--- config.mk ---
export PLATFORM = sky130hd
export DESIGN_NAME = vga_text_writer
export DESIGN_NICKNAME = d
export VERILOG_FILES = /design/src/rtl/vga_text_pkg.sv /design/src/rtl/vga_cursor.sv /design/src/rtl/vga_text_writer.sv
export SDC_FILE = /design/constraint.sdc
export NUM_CORES = 1
export LEC_CHECK = 0
export CAP_MARGIN = 20
export CORE_ASPECT_RATIO = 1.25
export CORE_MARGIN = 2
export CORE_UTILIZATION = 45
export DETAILED_ROUTE_END_ITERATION = 8
export PLACE_DENSITY_LB_ADDON = 0.3
export RECOVER_POWER = 100
export SYNTH_ARGS = -nofsm -noshare
export SYNTH_HDL_FRONTEND = slang
export SYNTH_SLANG_ARGS = --single-unit
--- constraint.sdc ---
create_clock -name clk_20MHz -period 6.9 [get_ports clk_20MHz]
set_clock_uncertainty 0.05 [all_clocks]
set_input_delay 1.035 -clock clk_20MHz [delete_from_list [all_inputs] [get_ports clk_20MHz]]
set_output_delay 1.035 -clock clk_20MHz [all_outputs]
set_load 0.02 [all_outputs]
--- src/rtl/vga_text_pkg.sv ---
// Shared constants, state encoding and address helper for the VGA text writer.
// Cell address is {plane, row[5:0], col[5:0]}; plane 0 = char, plane 1 = attr.
package vga_text_pkg;

  localparam int COLS_DEF = 40;
  localparam int ROWS_DEF = 30;

  localparam logic [7:0] CH_BS    = 8'h08;
  localparam logic [7:0] CH_LF    = 8'h0A;
  localparam logic [7:0] CH_FF    = 8'h0C;
  localparam logic [7:0] CH_CR    = 8'h0D;
  localparam logic [7:0] CH_SPACE = 8'h20;

  localparam int ATTR_NBLINK = 7;
  localparam int ATTR_FG_HI  = 6;
  localparam int ATTR_FG_LO  = 4;
  localparam int ATTR_BRIGHT = 3;
  localparam int ATTR_BG_HI  = 2;
  localparam int ATTR_BG_LO  = 0;

  localparam int PLANE_BIT = 12;

  typedef enum logic [2:0] {
    ST_IDLE,
    ST_PUT_CHAR,
    ST_PUT_ATTR,
    ST_CLR_ROW,
    ST_CLR_SCR
  } state_t;

  function automatic logic [12:0] cell_addr(
    input logic       plane,
    input logic [5:0] row,
    input logic [5:0] col
  );
    return {plane, row, col};
  endfunction

endpackage

--- src/rtl/vga_cursor.sv ---
// Cursor column/row counters; rows wrap circularly, no scrolling.
// Strobes are mutually exclusive in practice; home has highest priority.
module vga_cursor #(
  parameter int COLS = 40,
  parameter int ROWS = 30
) (
  input  logic       clk,
  input  logic       rst_n,
  input  logic       inc,
  input  logic       dec,
  input  logic       home,
  input  logic       col_reset,
  input  logic       nl,
  output logic [5:0] col,
  output logic [5:0] row,
  output logic [5:0] row_next
);

  localparam logic [5:0] LAST_COL = 6'(COLS - 1);
  localparam logic [5:0] LAST_ROW = 6'(ROWS - 1);

  assign row_next = (row == LAST_ROW) ? 6'd0 : row + 6'd1;

  always_ff @(posedge clk or negedge rst_n) begin
    if (!rst_n) begin
      col <= '0;
      row <= '0;
    end else if (home) begin
      col <= '0;
      row <= '0;
    end else if (nl) begin
      col <= '0;
      row <= row_next;
    end else if (inc) begin
      if (col == LAST_COL) begin
        col <= '0;
        row <= row_next;
      end else begin
        col <= col + 6'd1;
      end
    end else if (dec) begin
      col <= col - 6'd1;
    end else if (col_reset) begin
      col <= '0;
    end
  end

endmodule

--- src/rtl/vga_text_writer.sv ---
// Byte-stream writer into the VGA text char/attr RAM write port.
// Interprets BS/LF/FF/CR, tracks cursor and attribute, clears rows/screen.
module vga_text_writer
  import vga_text_pkg::*;
#(
  parameter int         COLS           = COLS_DEF,
  parameter int         ROWS           = ROWS_DEF,
  parameter logic [7:0] ATTR_RESET     = 8'hF0,
  parameter bit         CLEAR_ON_RESET = 1'b1
) (
  input  logic        clk_20MHz,
  input  logic        n_reset,
  input  logic [7:0]  in_data,
  input  logic        in_valid,
  output logic        in_ready,
  input  logic [7:0]  attr_in,
  input  logic        attr_we,
  output logic [7:0]  wr_data,
  output logic [12:0] wr_addr,
  output logic        wren,
  output logic [5:0]  cur_col,
  output logic [5:0]  cur_row,
  output logic        busy
);

  localparam logic [5:0] LAST_COL = 6'(COLS - 1);
  localparam logic [5:0] LAST_ROW = 6'(ROWS - 1);

  state_t     state;
  logic [7:0] attr;
  logic [7:0] snap;
  logic       adv;
  logic [5:0] clr_row;
  logic [5:0] clr_col;
  logic [5:0] row_next;

  logic accept, is_bs, is_lf, is_ff, is_cr;
  logic scr_done;

  assign accept = in_valid & in_ready;
  assign is_bs  = (in_data == CH_BS);
  assign is_lf  = (in_data == CH_LF);
  assign is_ff  = (in_data == CH_FF);
  assign is_cr  = (in_data == CH_CR);

  assign scr_done = (state == ST_CLR_SCR) && wren && wr_addr[PLANE_BIT]
                  && (clr_col == LAST_COL) && (clr_row == LAST_ROW);

  vga_cursor #(.COLS(COLS), .ROWS(ROWS)) u_cursor (
    .clk       (clk_20MHz),
    .rst_n     (n_reset),
    .inc       ((state == ST_PUT_ATTR) && adv),
    .dec       (accept && is_bs && (cur_col != 6'd0)),
    .home      (scr_done),
    .col_reset (accept && is_cr),
    .nl        (accept && is_lf),
    .col       (cur_col),
    .row       (cur_row),
    .row_next  (row_next)
  );

  always_ff @(posedge clk_20MHz or negedge n_reset) begin
    if (!n_reset) begin
      state    <= CLEAR_ON_RESET ? ST_CLR_SCR : ST_IDLE;
      busy     <= CLEAR_ON_RESET;
      in_ready <= 1'b0;
      wren     <= 1'b0;
      wr_addr  <= '0;
      wr_data  <= '0;
      attr     <= ATTR_RESET;
      snap     <= ATTR_RESET;
      adv      <= 1'b0;
      clr_row  <= '0;
      clr_col  <= '0;
    end else begin
      if (attr_we) attr <= attr_in;
      in_ready <= 1'b0;
      busy     <= 1'b1;
      unique case (state)
        ST_IDLE: begin
          wren     <= 1'b0;
          in_ready <= 1'b1;
          busy     <= 1'b0;
          if (accept) begin
            snap <= attr;
            unique case (1'b1)
              is_cr: begin
                state    <= ST_PUT_ATTR;
                adv      <= 1'b0;
                in_ready <= 1'b0;
                busy     <= 1'b1;
              end
              is_lf: begin
                state    <= ST_CLR_ROW;
                clr_row  <= row_next;
                clr_col  <= '0;
                wren     <= 1'b1;
                wr_addr  <= cell_addr(1'b0, row_next, 6'd0);
                wr_data  <= CH_SPACE;
                in_ready <= 1'b0;
                busy     <= 1'b1;
              end
              is_ff: begin
                state    <= ST_CLR_SCR;
                clr_row  <= '0;
                clr_col  <= '0;
                wren     <= 1'b1;
                wr_addr  <= cell_addr(1'b0, 6'd0, 6'd0);
                wr_data  <= CH_SPACE;
                in_ready <= 1'b0;
                busy     <= 1'b1;
              end
              is_bs: begin
                if (cur_col != 6'd0) begin
                  state    <= ST_PUT_CHAR;
                  adv      <= 1'b0;
                  wren     <= 1'b1;
                  wr_addr  <= cell_addr(1'b0, cur_row, cur_col - 6'd1);
                  wr_data  <= CH_SPACE;
                  in_ready <= 1'b0;
                  busy     <= 1'b1;
                end
              end
              default: begin
                state    <= ST_PUT_CHAR;
                adv      <= 1'b1;
                wren     <= 1'b1;
                wr_addr  <= cell_addr(1'b0, cur_row, cur_col);
                wr_data  <= in_data;
                in_ready <= 1'b0;
                busy     <= 1'b1;
              end
            endcase
          end
        end
        ST_PUT_CHAR: begin
          state   <= ST_PUT_ATTR;
          wren    <= 1'b1;
          wr_addr <= {1'b1, wr_addr[11:0]};
          wr_data <= snap;
        end
        ST_PUT_ATTR: begin
          if (adv && (cur_col == LAST_COL)) begin
            state   <= ST_CLR_ROW;
            clr_row <= row_next;
            clr_col <= '0;
            wren    <= 1'b1;
            wr_addr <= cell_addr(1'b0, row_next, 6'd0);
            wr_data <= CH_SPACE;
          end else begin
            state    <= ST_IDLE;
            wren     <= 1'b0;
            in_ready <= 1'b1;
            busy     <= 1'b0;
          end
        end
        ST_CLR_ROW: begin
          if (!wr_addr[PLANE_BIT]) begin
            wr_addr <= {1'b1, wr_addr[11:0]};
            wr_data <= snap;
          end else if (clr_col == LAST_COL) begin
            state    <= ST_IDLE;
            wren     <= 1'b0;
            in_ready <= 1'b1;
            busy     <= 1'b0;
          end else begin
            clr_col <= clr_col + 6'd1;
            wr_addr <= cell_addr(1'b0, clr_row, clr_col + 6'd1);
            wr_data <= CH_SPACE;
          end
        end
        ST_CLR_SCR: begin
          // wren low here only right after reset: emit the first cell
          if (!wren) begin
            wren    <= 1'b1;
            wr_addr <= cell_addr(1'b0, clr_row, clr_col);
            wr_data <= CH_SPACE;
          end else if (!wr_addr[PLANE_BIT]) begin
            wr_addr <= {1'b1, wr_addr[11:0]};
            wr_data <= snap;
          end else if (scr_done) begin
            state    <= ST_IDLE;
            wren     <= 1'b0;
            in_ready <= 1'b1;
            busy     <= 1'b0;
          end else if (clr_col == LAST_COL) begin
            clr_col <= '0;
            clr_row <= clr_row + 6'd1;
            wr_addr <= cell_addr(1'b0, clr_row + 6'd1, 6'd0);
            wr_data <= CH_SPACE;
          end else begin
            clr_col <= clr_col + 6'd1;
            wr_addr <= cell_addr(1'b0, clr_row, clr_col + 6'd1);
            wr_data <= CH_SPACE;
          end
        end
        default: state <= ST_IDLE;
      endcase
    end
  end

endmodule

==> results of run 1 <==
==> per-stage QoR <==
stage | setup slack, ps | utilization (%)
floorplan | 4120 | -
global placement | 3140 | 51.9
detailed placement | 3060 | 51.9
CTS | 3420 | 54.9
global route | 1800 | 53.9
finish | 2640 | 53.9
==> power by group <==
part	internal [mW]	leakage, nW	total (mW)	switching, mW
registers	0.540	0.846	0.712	0.172
logic	0.438	1.17	1.02	0.585
clock network	0.278	0.149	0.456	0.178
==> synthesized netlist by cell type (4+ instances only) <==
master,number,area [µm²]
ha_1,9,113
o31ai_1,9,67.6
nand2_1,64,240
dfstp_2,10,263
o21ai_0,34,170
and3_1,4,25.0
nand3_1,18,90.1
nor2b_1,8,50.1
dfrtp_1,58,1450
o32a_1,4,40.0
mux2i_1,6,60.1
a22o_1,9,78.8
xor2_1,6,52.6
o22ai_1,10,62.6
a31oi_1,12,75.1
nor3b_1,5,37.5
buf_2,11,55.1
nand2b_1,6,37.5
a21oi_1,20,100
nor3_1,14,70.1
nor2_1,29,109
inv_1,18,67.6
or3_1,4,25.0
a21o_1,4,30.0
a221oi_1,10,87.6
and2_1,5,31.3
a211oi_1,5,37.5
mux2_2,27,304
clkbuf_1,20,75.1
o2bb2ai_1,5,43.8
==> logic make-up after synthesis <==
| group | share of synthesized area, % |
|---|---|
| flops | 36.9 |
| mux | 7.84 |
| simple gates | 21.8 |
| buf+inv | 4.58 |
| xor+xnor | 1.32 |
| compound gates | 25.1 |
| fa+ha+maj | 2.42 |
==> cell usage in the layout (no fill, tap or decap), types with 9 or more instances in the layout <==
cell type	count
dfrtp_1	58
nand3_1	18
o22ai_1	11
o31ai_1	9
a221oi_1	11
nor3_1	16
dfstp_2	10
nand2_1	64
nor2_1	31
mux2_2	27
inv_1	18
clkdlybuf4s50_1	15
clkbuf_16	9
o21ai_0	35
dlygate4sd3_1	39
a21oi_1	20
a31oi_1	13
a22o_1	9
ha_1	9
==> worst max path at each step <==
stage / from / to
after floorplan: in_data[6] / clr_col[3]$_DFFE_PN0P_
after global placement: in_data[6] / wr_addr[2]$_DFFE_PN0P_
after detailed placement: in_data[5] / wr_addr[0]$_DFFE_PN0P_
after CTS: in_data[5] / wr_addr[0]$_DFFE_PN0P_
after global routing: n_reset / clr_row[4]$_DFFE_PN0P_
final: n_reset / clr_col[0]$_DFFE_PN0P_
==> sequential cells by signal, summed over array words and instances (netlist names) <==
| name | flops |
|---|---|
| clr_col | 6 |
| u_cursor.col | 6 |
| u_cursor.row | 6 |
| clr_row | 6 |
| wr_data | 8 |
| attr | 8 |
| wr_addr | 13 |
| snap | 8 |
| busy | 1 |
| in_ready | 1 |
| state | 3 |
| adv | 1 |
| wren | 1 |
==> area by class of cell <==
| cell class | count | area, µm² | share of cell area, % |
|---|---|---|---|
| well taps | 129 | 161 | 2.98 |
| inverters | 18 | 67.6 | 1.25 |
| clock buffers | 9 | 225 | 4.16 |
| multi-input cells | 398 | 2630 | 48.5 |
| clock inverters | 7 | 67.6 | 1.25 |
| flip-flops and latches | 68 | 1710 | 31.6 |
| repair buffers | 57 | 557 | 10.3 |
==> per-layer routing <==
metal | global-route usage, % | up-vias | share of wire [%]
met5 | 0 | - | 0
met4 | 12.4 | 0 | 4.0
met3 | 4.10 | 46 | 5.2
met2 | 41.9 | 194 | 51
met1 | 31.2 | 2147 | 40
li1 | - | 2012 | -
==> results.md, run 1 <==
- Hold-fix buffers at CTS: 0
- First-pass GRT wire length: 21.9 mm
- P_leak: ~2.2 nW
- Status: finished with violations
- Post-cts gate resize count: 0
- Synth Flop Type: dfrtp_1
- Synth warnings: 0
- Worst hold endpoint: wr_addr[9]$_DFFE_PN0P_
- F_max: approximately 230 MHz
- Setup_tns: 0 ps
- WP depth: 2
- Grt ovf: 0
- GR Util All Layers: between 20% and 30%
- Vias/cell: 6.41
- DRC: 0
- Worst R2R Setup Slack: around 3600 ps
- Final hold slack: ~420 ps
- Crit path kind: input port to asynchronous set/reset pin
- DRT Pass-1 Iters: 5
- PortBufs: 55
- Syn-to-layout area delta: 16.7%
- Post-synthesis cell type count: slightly above 70
- Dpl hpwl: 9.74 mm
- RSZ-0062 raised after global routing: false
- Async set-or-reset flop fraction in the synthesized netlist: 100%
- Drt initial violations: between 400 and 500
- Critical Path Source Type: input port
- CP max stage delay: ~2600 ps
- Effective utilization at floorplan: about 46%
- Worst-path clk slew: around 60 ps
- Synth Net Count: 547
- Final nets: 581
- CTS tree: done
- Synthesized area per cell: roughly 9.0 µm²
- Cell breakdown of the critical path: buf_2 > clkbuf_1
- Vias in the first global route: around 4300
- TritonCTS Buffers: 9
- CP Data Arrival Time: 3800 ps
- Vert. Die Dim: 118 µm
- Post-CTS setup buffer count: 0
- Clock sink total: 68
- # IOs: 56
- FF-to-FF path depth: 5
- Worst Path Required: ~6400 ps
- Critical-path maximum fanout: a little under 70
- Gpl congestion: slightly below 1
- #FFs+latches synth: 68
- Detailed Route WL: about 14 mm
- Share of cells above drive strength 1: between 10% and 20%
- DR vias: ~4400
- Hold depth: 2
- HP Class: flip-flop to flip-flop
- Max-Cap Viols: 1
- VDD IR-drop max: 0.278 mV
- Die ar.: 11200 µm²
- Filler Cells Inserted: slightly above 900
- Tmin final: 4260 ps
- Worst-case clock buffer depth: 2
- Buf/Inv on CP: 2
- DIE WIDTH: roughly 95 µm
- Mapped cell area: about 4600 µm²
- Inserted Diodes: 0
- Initial antenna violation count: 0
- H-tree lvl count: 3
- Fin cells: ~690
- Drt wl/cell: between 15 and 20 µm
- Setup violations, final: 0
- Slew margin rel.: -148%
- Post-Syn Instances: roughly 520
- Final Power: 2.19 mW
- Post-synthesis sequential area ratio: 36.9%
- Pwr Density: between 400 and 500 nW/µm²
- Slew Limit Fails: between 60 and 70
- Rows: 41
- Largest delay share family, worst path: buffers and inverters
- Post-DRT Antenna Nets: 0
- Crit end category: asynchronous set/reset pin
- Clk root buf: clkbuf_16
- EDFF count, synth: 0
- RR Endpoint: clr_col[4]$_DFFE_PN0P_
- Core area: 10100 µm²
- Final instance area: ~5400 µm²
- Critical-path top delay cell: clkbuf_1
- Post-DP Area: 5220 µm²
- Pin count of the biggest net entering global routing: 69
- Tcrit/Tclk final: 61.7%
- Worst slew pin tran: ~3700 ps
- Worst hold start: wr_addr[9]$_DFFE_PN0P_
- RR Startpoint: state[1]$_DFFE_PN0P_
- Failing checks: max-capacitance violations, max-slew violations
- Clock latency on the worst-skew pair: 340 ps
- Placed insts: 670
- Final hold vios: 0
Power figures use the tool's default switching activity.
==> inputs of run 2 (changes only) <==
==> constraint.sdc (replaced) <==
create_clock -name clk_20MHz -period 4 [get_ports clk_20MHz]
set_clock_uncertainty 0.05 [all_clocks]
set_input_delay 0.6 -clock clk_20MHz [delete_from_list [all_inputs] [get_ports clk_20MHz]]
set_output_delay 0.6 -clock clk_20MHz [all_outputs]
set_load 0.02 [all_outputs]
==> run 2 against run 1 <==
  * The run still ends with max-capacitance violations, max-slew violations left
  * Register-to-register slack worse by 2800 ps
  * Critical path type is now input port to flip-flop
  * Sequential power rose by 70%
  * Critical path depth grew 5
  * Largest power group unchanged
  * Highest routed layer unchanged
  * Combinational power grew 77%
==> results.md, run 2 (synthesized netlist as in run 1, its figures left out) <==
- Post-CTS setup buffer count: 0
- Area of the multi-input gates: around 2700 µm²
- Gpl congestion: just over 1
- Vert. Die Dim: roughly 120 µm
- Final hold slack: between 400 and 500 ps
- CTS tree: done
- Inserted Diodes: 0
- Placed insts: between 600 and 700
- TritonCTS Buffers: 9
- Share of cells above drive strength 1: roughly an eighth
- Syn-to-layout area delta: 18.3%
- # IOs: between 50 and 60
- Fin cells: roughly 690
- Die ar.: between 10000 and 15000 µm²
- Clock sink total: slightly below 70
- Pin count of the biggest net entering global routing: 39
- Worst Path Required: 4180 ps
- Post-cts gate resize count: 0
- Clk root buf: clkbuf_16
- Rows: 41
- F_max: roughly 300 MHz
- CP max stage delay: roughly 930 ps
- Critical Path Source Type: input port
- Final nets: slightly below 600
- Worst-path clk slew: 60 ps
- CP Data Arrival Time: around 3500 ps
- PortBufs: 55
- VDD IR-drop max: 0.377 mV
- Final hold vios: 0
- Dpl hpwl: between 9 and 10 mm
- Setup_tns: 0 ps
- Reg area: between 1500 and 2000 µm²
- PnR worst setup slack: just under 700 ps
- Final Power: just under 4 mW
- Setup violations, final: 0
- Tcrit/Tclk final: 83.0%
- Pre-CTS WS: around 830 ps
- Slew margin rel.: -12.5%
- DR vias: 4384
- Failing checks: max-capacitance violations, max-slew violations
- Critical-path maximum fanout: 17
- Initial antenna violation count: 0
- Drt wl/cell: 19.9 µm
- Crit end category: flip-flop
- Tmin final: roughly 3300 ps
- P_leak: around 2.2 nW
- HP Class: flip-flop to flip-flop
- Critical-path top delay cell: dlygate4sd3_1
- Post-DRT Antenna Nets: 0
- Commonest non-fill, non-tap cell in the layout: nand2_1
- Filler Cells Inserted: between 900 and 1000
- Vias/cell: between 6 and 7
- Effective utilization at floorplan: 46.2%
- Commonest cells after routing, fill and taps aside: nand2_1 (64), dfrtp_1 (58), dlygate4sd3_1 (38), o21ai_0 (34), nor2_1 (30)
- Clock latency on the worst-skew pair: 340 ps
- Worst R2R Setup Slack: ~800 ps
- Drt initial violations: approximately 470
- Status: finished with violations
- Crit path kind: input port to flip-flop
- DIE WIDTH: between 90 and 100 µm
- Max reg flops: 13
- Hold-fix buffers at CTS: 0
- Worst-case clock buffer depth: 2
- DRT Pass-1 Iters: 5
- Detailed Route WL: 13.7 mm
- GR Util All Layers: approximately 25%
- Core area: ~10000 µm²
- Cell breakdown of the critical path: dlygate4sd3_1 > nor2b_1 > nand2b_1 > a31oi_4 > nor4_1 > o21ai_2 > mux2_2
- Grt ovf: 0
- Max-Cap Viols: 1
- RSZ-0062 raised after global routing: false
- DRC: 0
- Biggest register: wr_addr
- Slew Limit Fails: 32
- First-pass GRT wire length: around 22 mm
- Worst slew pin tran: around 1700 ps
- Vias in the first global route: between 4000 and 5000
- H-tree lvl count: 3
- Pwr Density: between 700 and 800 nW/µm²
## run 2: cell count changes in the layout (fill, tap and decap cells not counted), sizes merged
cell / before / now
clkinv: 6 / 1
bufinv: 1 / 2
clkdlybuf4s50: 15 / 16
clkinvlp: 0 / 3
clkbuf: 10 / 13
dlygate4sd3: 39 / 38
## run 2: worst max-delay path, delay by kind of cell
kind	cells	cell delay (ps)
compound gates	2	360
buf+inv	1	930
mux	1	350
simple gates	3	1250
## run 2: layer usage
layer	up-vias	part of all wire, %	track usage, %
li1	2009	-	-
met5	-	0	0
met4	0	4.6	14.9
met3	47	6.5	5.19
met1	2099	39	30.7
met2	229	50	40.9
## run 2: report_power, final
group          switching [mW]  internal [mW]  total, mW
clock                   0.312          0.561      0.873
sequential              0.284          0.931       1.21
combinational            1.04          0.768       1.81
total                    1.64           2.26       3.90
## run 2: cell type report
cell class | count | share of cell area (%)
multi-input combinational | 398 | 48.4
sequential | 68 | 31.2
timing repair buffer | 59 | 10.3
clock buffer | 10 | 4.35
tap | 129 | 2.94
clock inverter | 6 | 1.59
inverter | 18 | 1.23
## run 2: worst paths after layout
kind,end,start,cells past startpoint
setup / recovery,clr_row[1]$_DFFE_PN0P_,in_data[2],7
hold / removal,wr_addr[9]$_DFFE_PN0P_,wr_addr[9]$_DFFE_PN0P_,2
setup reg to reg,adv$_DFFE_PN0P_,state[0]$_DFFE_PN0P_,7
hold reg to reg,wr_addr[9]$_DFFE_PN0P_,wr_addr[9]$_DFFE_PN0P_,2
max in group asynchronous,wr_addr[12]$_DFFE_PN0P_,n_reset,2
min in group asynchronous,u_cursor.col[4]$_DFFE_PN0P_,n_reset,1
## run 2: metrics by stage
stage | area [µm²] | util, %
4_1_cts | 5560 | 55.3
6_report | 5500 | 54.7
3_5_place_dp | 5240 | 52.1
3_3_place_gp | 5240 | 52.1
5_1_grt | 5500 | 54.7
2_1_floorplan | 4650 | -
==> inputs of run 3 (changes only) <==
==> constraint.sdc (replaced) <==
create_clock -name clk_20MHz -period 3.3 [get_ports clk_20MHz]
set_clock_uncertainty 0.05 [all_clocks]
set_input_delay 0.495 -clock clk_20MHz [delete_from_list [all_inputs] [get_ports clk_20MHz]]
set_output_delay 0.495 -clock clk_20MHz [all_outputs]
set_load 0.02 [all_outputs]
==> run 3 against run 2 <==
  * The run now ends clean
  * Cell count rose by 1.6%
  * Die area is the same
  * Core utilization grew 0.90 points
  * Wire length down 1.0%
  * Combinational power increased by 25%
  * Register-to-register slack worse by 450 ps
  * Total power increased by 21%
  * Highest routed layer unchanged
  * Setup slack got worse by 330 ps
  * Sequential share of layout area fell by 0.50 points
==> results.md, run 3 (synthesized netlist as in run 1, its figures left out) <==
- Status: finished clean
- Critical-path maximum fanout: 20
- CP max stage delay: about 700 ps
- CP dominant cell by count: a221o_1
- Vert. Die Dim: 118 µm
- Worst R2R Setup Slack: approximately 350 ps
- # IOs: 56
- Pwr Density: between 800 and 900 nW/µm²
- VDD IR-drop max: 0.447 mV
- Vias in the first global route: roughly 4400
- Max reg flops: 13
- Dpl hpwl: 10.1 mm
- Buf/Inv on CP: 2
- DR vias: 4464
- CP Data Arrival Time: ~3100 ps
- Max-Cap Viols: 0
- Drt initial violations: 499
- FF-to-FF path depth: 6
- Core area: between 10000 and 15000 µm²
- Drt wl/cell: ~19 µm
- Vias/cell: approximately 6.4
- Gpl congestion: around 0.99
- Worst Setup SP: state[0]$_DFFE_PN0P_
- Biggest register: wr_addr
- Share of cells above drive strength 1: 14.6%
- Final nets: 594
- Worst-path clk slew: about 60 ps
- Post-DRT Antenna Nets: 0
- HP Class: input port to asynchronous set/reset pin
- Post-CTS setup buffer count: 0
- First-pass GRT wire length: roughly 22 mm
- DRT Pass-1 Iters: 6
- Tcrit/Tclk final: ~89%
- H-tree lvl count: 3
- PortBufs: 55
- Commonest non-fill, non-tap cell in the layout: nand2_1
- GR Util All Layers: between 20% and 30%
- RR Endpoint: wr_addr[6]$_DFFE_PN0P_
- Critical-path top delay cell: clkbuf_1
- Clk root buf: clkbuf_16
- Crit end category: flip-flop
- Tmin final: approximately 2900 ps
- Clock latency on the worst-skew pair: between 300 and 400 ps
- Area of the multi-input gates: approximately 2700 µm²
- CTS tree: done
- Hold-fix buffers at CTS: 0
- Worst slew pin tran: ~1200 ps
- WP depth: 6
- RSZ-0062 raised after global routing: false
- Rows: 41
- DRC: 0
- PnR worst setup slack: approximately 350 ps
- Finished Core Util: 55.6%
- Grt ovf: 0
- Worst Path Required: between 3000 and 4000 ps
- Pin count of the biggest net entering global routing: 47
- P_leak: approximately 2.3 nW
- DIE WIDTH: 94.9 µm
- Reg area: 1710 µm²
- Syn-to-layout area delta: 20.3%
- Initial antenna violation count: 0
- Effective utilization at floorplan: between 40% and 50%
- Clock sink total: a little under 70
- RR Startpoint: state[0]$_DFFE_PN0P_
- Largest delay share family, worst path: compound AO/OA/AOI/OAI gates
- Final instance area: 5590 µm²
- Worst-case clock buffer depth: 2
- Filler Cells Inserted: between 900 and 1000
- Post-DP Area: between 5000 and 6000 µm²
- Pre-CTS WS: between 200 and 300 ps
- TritonCTS Buffers: 9
- Inserted Diodes: 0
- Setup_tns: 0 ps
- Final hold vios: 0
- Detailed Route WL: between 10 and 15 mm
- Cell breakdown of the critical path: clkbuf_1 > nor3_1 > a221o_1 > a221o_1 > clkbuf_2 > o31ai_1
- Crit path kind: flip-flop to flip-flop
- Slew Limit Fails: 0
- Critical Path Source Type: flip-flop
- Commonest cells after routing, fill and taps aside: nand2_1 (64), dfrtp_1 (58), dlygate4sd3_1 (37), o21ai_0 (36), nor2_1 (30)
- Post-cts gate resize count: 0
- Setup violations, final: 0
- F_max: around 340 MHz
- Die ar.: 11200 µm²
- Slew margin rel.: a little under a fifth
## run 3: report_power, final
part	internal, mW	switching [mW]
combinational	0.965	1.29
clock	0.612	0.387
sequential	1.13	0.325
total	2.71	2.00
## run 3: worst max path at each step
stage,slack [ps],to
after floorplan,1050,wr_data[0]$_DFFE_PN0P_
after global placement,300,wr_data[2]$_DFFE_PN0P_
after detailed placement,260,wr_data[6]$_DFFE_PN0P_
after CTS,560,state[1]$_DFFE_PN0P_
final,350,wr_addr[6]$_DFFE_PN0P_
after global routing,210,wr_addr[6]$_DFFE_PN0P_
## run 3: stage by stage
step	cells	hold slack, ps	total power [mW]
after floorplan	518	149	2.97
after global placement	683	412	3.76
after detailed placement	683	419	3.81
after CTS	699	90.1	4.83
after global routing	699	464	5.00
final	699	341	4.71
## run 3: layout make-up
class	instances	share of cell area, %
timing repair buffer	70	11.5
inverter	18	1.21
multi-input combinational	398	48.2
clock inverter	6	1.30
tap	129	2.89
clock buffer	10	4.28
sequential	68	30.7
## run 3: metal layers
metal / global-route usage, % / share of wire (%) / up-vias
met4: 12.6 / 4.7 / 0
met3: 3.84 / 6.0 / 59
met5: 0 / 0 / -
met1: 31.3 / 39 / 2131
li1: - / - / 2046
met2: 42.9 / 50 / 228
